### src/rtl/ps_width_multiplier.sv
// ---------------------------------------------------------------------------
// ps_width_multiplier
//
// Packs COUNT consecutive WIDTH-bit PacketStream words into one COUNT*WIDTH-bit
// word. The first narrow word lands in the least-significant slot. A packet
// whose final wide word is only partly filled closes that word early, and the
// number of unused upper slots is reported on o_mty.
//
// Build option:
//   PS_WIDTH_MULTIPLIER_ZERO_PAD_EN
//     defined   : unused upper slots of a short final word read as zero; the
//                 accumulator is cleared on every completion.
//     undefined : unused upper slots carry stale accumulator contents
//                 (don't-care); the accumulator is never cleared.
//
// Ports:
//   clk    in   clock
//   reset  in   asynchronous reset, active-high
//   i_dat  in   narrow input data (WIDTH)
//   i_val  in   input word valid
//   i_eop  in   input word is last of packet
//   i_rdy  out  block accepts input word (combinational from o_val/o_rdy)
//   o_dat  out  wide output data; slot k = bits [(k+1)*WIDTH-1 : k*WIDTH]
//   o_mty  out  empty upper slots; meaningful only when o_eop=1
//   o_val  out  output word valid
//   o_eop  out  output word is last of packet
//   o_rdy  in   downstream accepts output word
// ---------------------------------------------------------------------------
module ps_width_multiplier #(
    parameter int unsigned WIDTH = 4,
    parameter int unsigned COUNT = 8
) (
    input  logic                     clk,
    input  logic                     reset,
    input  logic [WIDTH-1:0]         i_dat,
    input  logic                     i_val,
    input  logic                     i_eop,
    output logic                     i_rdy,
    output logic [COUNT*WIDTH-1:0]   o_dat,
    output logic [$clog2(COUNT)-1:0] o_mty,
    output logic                     o_val,
    output logic                     o_eop,
    input  logic                     o_rdy
);

    localparam int unsigned CntW = $clog2(COUNT);
    localparam int unsigned AccW = (COUNT - 1) * WIDTH;
    localparam int unsigned OutW = COUNT * WIDTH;
    localparam logic [CntW-1:0] CntLast = CntW'(COUNT - 1);

    // -----------------------------------------------------------------------
    // State
    // -----------------------------------------------------------------------
    // Slot counter: number of narrow words currently held in the accumulator.
    logic [CntW-1:0] r_cnt = '0;
    // Only COUNT-1 slots are stored; the final slot always comes straight
    // from i_dat on the completing beat.
    logic [AccW-1:0] r_acc = '0;

    logic [OutW-1:0] r_dat = '0;
    logic [CntW-1:0] r_mty = '0;
    logic            r_eop = 1'b0;
    logic            r_val = 1'b0;

    // -----------------------------------------------------------------------
    // Next-state and combinational signals
    // -----------------------------------------------------------------------
    logic            w_rdy;
    logic            w_accept;
    logic            w_complete;
    logic [OutW-1:0] w_acc_ext;
    logic [OutW-1:0] w_wide;

    logic [CntW-1:0] w_cnt_nxt;
    logic [AccW-1:0] w_acc_nxt;
    logic [OutW-1:0] w_dat_nxt;
    logic [CntW-1:0] w_mty_nxt;
    logic            w_eop_nxt;
    logic            w_val_nxt;

    // The output register can take a new word when it is empty or is being
    // drained this cycle, which gives back-to-back wide words with no bubble.
    assign w_rdy      = ~r_val | o_rdy;
    assign w_accept   = i_val & w_rdy;
    assign w_complete = (r_cnt == CntLast) | i_eop;

    // Accumulator padded to full output width so every slot index is in range.
    assign w_acc_ext = {{WIDTH{1'b0}}, r_acc};

    // Assemble the wide word presented on a completing beat.
    always_comb begin
        w_wide = '0;
        for (int k = 0; k < COUNT; k++) begin
            if (k == int'(r_cnt)) begin
                w_wide[k*WIDTH +: WIDTH] = i_dat;
            end else if (k < int'(r_cnt)) begin
                w_wide[k*WIDTH +: WIDTH] = w_acc_ext[k*WIDTH +: WIDTH];
            end else begin
`ifdef PS_WIDTH_MULTIPLIER_ZERO_PAD_EN
                w_wide[k*WIDTH +: WIDTH] = '0;
`else
                // Stale contents: cheaper than masking, and don't-care here.
                w_wide[k*WIDTH +: WIDTH] = w_acc_ext[k*WIDTH +: WIDTH];
`endif
            end
        end
    end

    // Slot counter and accumulator.
    always_comb begin
        w_cnt_nxt = r_cnt;
        w_acc_nxt = r_acc;
        if (w_accept) begin
            if (w_complete) begin
                // Completion is the only path back to slot 0.
                w_cnt_nxt = '0;
`ifdef PS_WIDTH_MULTIPLIER_ZERO_PAD_EN
                w_acc_nxt = '0;
`endif
            end else begin
                w_cnt_nxt = r_cnt + 1'b1;
                for (int k = 0; k < COUNT - 1; k++) begin
                    if (k == int'(r_cnt)) begin
                        w_acc_nxt[k*WIDTH +: WIDTH] = i_dat;
                    end
                end
            end
        end
    end

    // Output register. A completing accept in the same cycle as a drain
    // reloads the register instead of clearing o_val.
    always_comb begin
        w_dat_nxt = r_dat;
        w_mty_nxt = r_mty;
        w_eop_nxt = r_eop;
        w_val_nxt = r_val;
        if (r_val & o_rdy) begin
            w_val_nxt = 1'b0;
        end
        if (w_accept & w_complete) begin
            w_dat_nxt = w_wide;
            // Non-eop completions always have cnt==COUNT-1, so mty is 0 there.
            w_mty_nxt = CntLast - r_cnt;
            w_eop_nxt = i_eop;
            w_val_nxt = 1'b1;
        end
    end

    // -----------------------------------------------------------------------
    // Registers
    // -----------------------------------------------------------------------
    always_ff @(posedge clk or posedge reset) begin
        if (reset) begin
            r_cnt <= '0;
            r_acc <= '0;
            r_dat <= '0;
            r_mty <= '0;
            r_eop <= 1'b0;
            r_val <= 1'b0;
        end else begin
            r_cnt <= w_cnt_nxt;
            r_acc <= w_acc_nxt;
            r_dat <= w_dat_nxt;
            r_mty <= w_mty_nxt;
            r_eop <= w_eop_nxt;
            r_val <= w_val_nxt;
        end
    end

    // -----------------------------------------------------------------------
    // Outputs
    // -----------------------------------------------------------------------
    assign i_rdy = w_rdy;
    assign o_dat = r_dat;
    assign o_mty = r_mty;
    assign o_eop = r_eop;
    assign o_val = r_val;

endmodule

### config.mk
export PLATFORM = sky130hd
export DESIGN_NAME = ps_width_multiplier
export DESIGN_NICKNAME = d
export VERILOG_FILES = /design/src/rtl/ps_width_multiplier.sv
export SDC_FILE = /design/constraint.sdc
export NUM_CORES = 1
export LEC_CHECK = 0
export ABC_AREA = 1
export CAP_MARGIN = 10
export CORE_ASPECT_RATIO = 0.9
export CORE_MARGIN = 1.5
export CORE_UTILIZATION = 40
export CTS_BUF_LIST = sky130_fd_sc_hd__clkbuf_16
export DETAILED_ROUTE_END_ITERATION = 10
export GPL_TIMING_DRIVEN = 0
export PLACE_DENSITY = 0.71
export RECOVER_POWER = 50
export SYNTH_ARGS = -nofsm -noshare
export SYNTH_HDL_FRONTEND = slang
export SYNTH_SLANG_ARGS = --single-unit
### constraint.sdc
create_clock -name clk -period 2.75 [get_ports clk]
set_clock_uncertainty 0.2 [all_clocks]
set_input_delay 0.55 -clock clk [delete_from_list [all_inputs] [get_ports clk]]
set_output_delay 0.55 -clock clk [all_outputs]
set_load 0.01 [all_outputs]
==> metrics.yaml, run 1 <==
fin_tns_setup_ns: 0
ys_seq_area_share_pct: 56.3
drc: 0
cp_max_fo: 5
worstSetupPathType: "primary input to output port"
tightest_slew_ns: 1.39
place_area_um2: 3600
timing.final.ws_setup_ns: 0.275
routed_wl_um: 7370
slew_headroom_pct: 7.07
post_cts_buffers: 0
synth-compound-area-share_pct: 3.23
hold_viol_final: 0
cp_cell_sequence: "clkdlybuf4s50_1 -> inv_2 -> nand2_2 -> clkdlybuf4s50_1"
critPathMostFrequentCell: "clkdlybuf4s50_1"
reg2reg_from: "r_cnt[0]"
cp_num_cells: 4
grt_usage_pct: 20.3
cts_buffers: 9
utilization_pct: 53.7
nNetsFinal: 452
start_util_pct: 42.1
num_vias: 2617
dp_slack_ns: 0.274
io_pins: 47
drv_slew: 0
first_iter_violations: 159
cts_resized: 0
gr-usage-met1_pct: 27.2
swShare_pct: 31.0
synthXorXnorAreaFrac_pct: 0
cpMaxStageDelayCell: "clkdlybuf4s50_1"
ff2ff_setup_slack_ns: 0.39
synth_cell_types: 16
clk_pin_slew_ns: 0.05
antenna_found_initial: 0
internal-power_mw: 2.46
dp.cells: 519
endpoint_kind: "output port"
grt_max_degree: 69
rr_worst_depth: 8
power.switching_mw: 1.11
timing.hold.ws_ns: 0.272
dieArea_um2: 8090
max_freq_ghz: 0.404
die_w_um: 94.6
synth_adder_area_share_pct: 2.48
cp-startpoint: "o_rdy"
pwr-share-seq_pct: 41.2
wl_per_cell_um: 13.8
dp_hpwl_um: 4820
synth_top_area_share_pct: 56.3
status: "finished, final reports clean"
clk_path_buf_depth: 2
max_stage_delay_ns: 0.56
fin_crit_ns: 2.48
synth_nets: 395
ant_nets: 0
grt_pass1_vias: 2564
via_per_inst: 4.91
path_buf_inv: 3
cp_top_family: "buffers and inverters"
final_common_cell: "nand2_1"
p_leak_nw: 2.08
maxCapViolCount: 0
synth_largest_area_cell: "dfrtp_1"
tritoncts: "built"
rows: 29
ys_warn_count: 0
hold_path.class: "flip-flop to flip-flop"
power_mw: 3.56
busiest_layer: "met2"
ys_ff_latch: 68
cts.sinks: 68
powerDensity_nw_per_um2: 924
die_h_um: 85.5
synthTopCellsByArea: "dfrtp_1 56%, nand2_1 30%, o21ai_0 3.0%, nand3_1 2.8%, ha_1 2.5%"
synth_cells: 380
grt_overflow: 0
drive_gt1_share_pct: 6.59
fill_cells: 673
final_area_um2: 3860
arrival_ns: 1.73
diodes: 0
post-route-period-util_pct: 90.0
dr.pass1.iters: 4
setup_viol_count_final: 0
synth_top_family_by_area: "simple AND/OR/NAND/NOR gates"
syn_area_per_cell_um2: 7.95
core_area_um2: 7180
p_clk_share_pct: 30.3
synthSimpleGateAreaFrac_pct: 34.2
final_cell_mix: "240 x nand2_1, 68 x dfrtp_1, 38 x clkdlybuf4s50_1, 18 x o21ai_0, 18 x nand3_1"
rr_endpoint: "o_dat[9]"
cts-root-buf: "clkbuf_16"
clock_latency_ns: 0.33
postCtsHoldBufs: 0
gr-usage-met3_pct: 6.09
critPathCapture: "i_rdy"
pwr-share-comb_pct: 28.5
htree_num_levels: 3
muxShareOfSynthArea_pct: 0
syn_area_um2: 3020
stdcell_count: 533
grt_use_met2_pct: 30.6
synthToLayoutAreaGrowth_pct: 27.6
portBuffers: 46
gp_congestion: 0.851
required_ns: 2.00
grt_first_pass_wirelength_um: 12500
rsz0062_at_grt: "no"
peakVddDrop_v: 0.000485
start_kind: "primary input"
## power by group through the flow
stage | clock network (mW) | registers [mW] | logic (mW)
5_1_grt | 1.13 | 1.51 | 1.15
2_1_floorplan | 0 | 1.53 | 0.494
6_report | 1.08 | 1.47 | 1.02
3_5_place_dp | 0 | 1.48 | 1.02
3_3_place_gp | 0 | 1.47 | 0.998
4_1_cts | 1.10 | 1.47 | 1.04
## cell usage after synthesis, drive strengths merged
master / instances
a21boi: 1
nor2: 3
o21ai: 18
buf: 13
nand3: 18
inv: 10
clkinv: 1
ha: 6
nand2: 242
dfrtp: 68
## worst min-delay path by stage
| stage | from | endpoint | slack, ns | depth (start not counted) |
|---|---|---|---|---|
| final | o_dat[22] | o_dat[22] | 0.27 | 2 |
| after global routing | o_dat[1] | o_dat[1] | 0.29 | 2 |
| after CTS | o_dat[0] | o_dat[0] | 0.28 | 2 |
| after detailed placement | o_dat[15] | o_dat[15] | 0.26 | 2 |
| after global placement | o_eop | o_eop | 0.25 | 2 |
| after floorplan | r_acc[0] | r_acc[0] | 0.25 | 2 |
## tightest hold or removal path, cell delays in order (launching register included)
cell     delay (ns)
dfrtp_1        0.33
nand2_1        0.05
nand2_1        0.05
## cells by family after synthesis
| kind of cell | Yosys count |
|---|---|
| buffers and inverters | 24 |
| AOI/OAI and AO/OA | 19 |
| and+or+nand+nor | 263 |
| DFF | 68 |
| adders and majority gates | 6 |
## per-layer routing
layer	share of wire, %	vias up
li1	-	1280
met1	47	1249
met2	46	72
met3	4.9	16
met4	1.9	0
met5	0	-
## state kept, by name, indices dropped and copies added, names as in the netlist
name   flops
o_val      1
r_cnt      3
o_eop      1
o_dat     32
r_acc     28
o_mty      3
## area by class of cell
cell class,count,area [µm²],area share [%]
buffer,13,72.6,1.88
inverter,11,41.3,1.07
tap,93,116,3.02
clock buffer,9,225,5.84
timing repair buffer,46,460,11.9
sequential,68,1700,44.1
clock inverter,5,46.3,1.20
multi-input combinational,288,1190,30.9
(Power assumes the default switching activity.)
==> run 2, diff against run 1 <==
CORE_ASPECT_RATIO = 2   (was 0.9)
==> run 2 against run 1 <==
Against the previous run: first-iteration DRC count grew 44%; critical path depth unchanged; final area grew 0.19%; critical path type unchanged; core utilization is 0.51 points lower; sequential share of layout area is 0.086 points lower.
==> metrics.yaml, run 2 (same netlist as run 1, synthesis figures left out) <==
fill_cells: 715  # +6.2%
ant_nets: 0  # unchanged
path_buf_inv: 3  # unchanged
reg2reg_from: "r_cnt[0]"
final_common_cell: "nand2_1"
worst_hold_path.endpoint: "o_dat[6]"
grt_max_degree: 69  # unchanged
rr_endpoint: "r_acc[22]"
busiest_layer: "met2"
internal-power_mw: 2.46  # +0.17%
tritoncts: "built"
postCtsHoldBufs: 0  # unchanged
multi_input_area_um2: 1190  # unchanged
core_area_um2: 7270  # +1.1%
maxCapViolCount: 0  # unchanged
fin_crit_ns: 2.47  # -0.00817 ns
grt_overflow: 0  # unchanged
synthToLayoutAreaGrowth_pct: 27.9
max_freq_ghz: 0.405  # +0.33%
critPathMostFrequentCell: "clkdlybuf4s50_1"
dp_slack_ns: 0.266  # -0.00742 ns
cp-startpoint: "o_rdy"
first_iter_violations: 229  # +44%
utilization_pct: 53.2  # -0.51 points
clock_latency_ns: 0.33  # about the same
p_leak_nw: 2.08  # about the same
via_per_inst: 4.90  # -0.30%
rows: 44  # +52%
start_util_pct: 41.6  # -0.48 points
gp_congestion: 0.910  # +7.0%
largest_reg_flops: 32  # unchanged
max_stage_delay_ns: 0.55  # about the same
nNetsFinal: 452  # unchanged
worstSetupPathType: "primary input to output port"
tightest_slew_ns: 1.41  # +0.0186 ns
pwr-share-seq_pct: 41.0  # -0.2 points
clk_path_buf_depth: 2  # unchanged
dp_hpwl_um: 5230  # +8.6%
die_h_um: 126  # +47%
place_area_um2: 3600  # about the same
start_kind: "primary input"
cts_resized: 0  # unchanged
arrival_ns: 1.72  # about the same
dieArea_um2: 8120  # +0.38%
endpoint_kind: "output port"
cp_top_family: "buffers and inverters"
drc: 0  # unchanged
antenna_found_initial: 0  # unchanged
final-seq-area_um2: 1700  # unchanged
drive_gt1_share_pct: 6.79  # +0.20 points
grt_use_met2_pct: 35.2  # +4.6 points
peakVddDrop_v: 0.000579  # +19%
gr-usage-met3_pct: 3.48  # -2.6 points
io_pins: 47  # unchanged
cp_max_fo: 5  # unchanged
cts.sinks: 68  # unchanged
cp_cell_sequence: "clkdlybuf4s50_1 -> inv_2 -> nand2_2 -> clkdlybuf4s50_1"
dr.pass1.iters: 4  # unchanged
required_ns: 2.00  # about the same
dp.cells: 518  # -0.19%
clk_pin_slew_ns: 0.05  # about the same
pwr-share-comb_pct: 28.1  # -0.4 points
gr-usage-met1_pct: 21.7  # -5.5 points
final_cell_mix: "240 x nand2_1, 68 x dfrtp_1, 37 x clkdlybuf4s50_1, 18 x o21ai_0, 18 x nand3_1"
power.switching_mw: 1.11  # +0.84%
hold_path_startpoint: "o_dat[6]"
num_vias: 2614  # -0.11%
cts_buffers: 9  # unchanged
rsz0062_at_grt: "no"
portBuffers: 46  # unchanged
drv_slew: 0  # unchanged
ff2ff_setup_slack_ns: 0.32  # -0.07 ns
p_clk_share_pct: 30.9  # +0.6 points
grt_usage_pct: 20.1  # -0.18 points
stdcell_count: 534  # +0.19%
post_cts_buffers: 0  # unchanged
timing.final.ws_setup_ns: 0.283  # +0.00817 ns
hold_viol_final: 0  # unchanged
wl_per_cell_um: 13.9  # +0.63%
powerDensity_nw_per_um2: 926  # +0.19%
die_w_um: 64.5  # -32%
diodes: 0  # unchanged
setup_viol_count_final: 0  # unchanged
rr_worst_depth: 9  # +1
post-route-period-util_pct: 89.7  # -0.30 points
status: "finished, final reports clean"
slew_headroom_pct: 5.96  # -1.1 points
hold_path.class: "flip-flop to flip-flop"
routed_wl_um: 7430  # +0.81%
grt_pass1_vias: 2676  # +4.4%
htree_num_levels: 3  # unchanged
whs_path_depth: 2  # unchanged
cpMaxStageDelayCell: "clkdlybuf4s50_1"
grt_first_pass_wirelength_um: 12400  # -0.39%
final_area_um2: 3860  # +0.19%
swShare_pct: 31.2  # +0.14 points
cts-root-buf: "clkbuf_16"
[run 2: power by group through the flow]
stage	Sequential [mW]	Clock, mW	Combinational [mW]
after global routing	1.51	1.16	1.14
after CTS	1.47	1.12	1.03
after detailed placement	1.48	0	1.03
after floorplan	1.53	0	0.494
final	1.47	1.10	1.00
after global placement	1.47	0	0.998
[run 2: layout make-up]
class / instances / share of cell area, %
inverter: 11 / 1.07
sequential: 68 / 44.0
clock inverter: 7 / 1.52
multi-input combinational: 288 / 30.9
buffer: 13 / 1.78
clock buffer: 9 / 5.83
timing repair buffer: 46 / 11.9
tap: 92 / 2.98
[run 2: worst reg2reg max path: stages, from the launching register on]
cell	delay, ns
dfrtp_1	0.42
ha_1	0.25
ha_1	0.25
nor2_1	0.23
clkinv_1	0.14
nor2_2	0.15
clkbuf_1	0.39
buf_6	0.21
nand2_1	0.06
nand2_1	0.07
[run 2: metrics by stage]
step	power, mW	hold slack [ns]	TNS, ns
4_1_cts	3.62	0.280	0
3_5_place_dp	2.51	0.264	0
5_1_grt	3.81	0.294	0
6_report	3.58	0.270	0
2_1_floorplan	2.02	0.249	0
3_3_place_gp	2.47	0.261	-57.05
[run 2: worst max path at each step]
| stage | end | slack [ns] | cells past startpoint |
|---|---|---|---|
| CTS | i_rdy | 0.27 | 4 |
| detailed placement | i_rdy | 0.27 | 4 |
| floorplan | o_dat[0] | 0.29 | 1 |
| global placement | o_dat[12] | -0.84 | 2 |
| global route | r_acc[24] | 0.12 | 9 |
| finish | i_rdy | 0.28 | 4 |
[run 2: routing by layer]
layer | part of all wire, % | wire length (µm)
met4 | 3.3 | 244
met5 | 0 | 0
met3 | 3.3 | 243
met1 | 39 | 2910
met2 | 54 | 4030
==> run 3, diff against run 2 <==
SKIP_LAST_GASP = 1   (was not set)
==> results of run 3 <==
The final DEF is identical to that of run 2; final timing and power are the same.
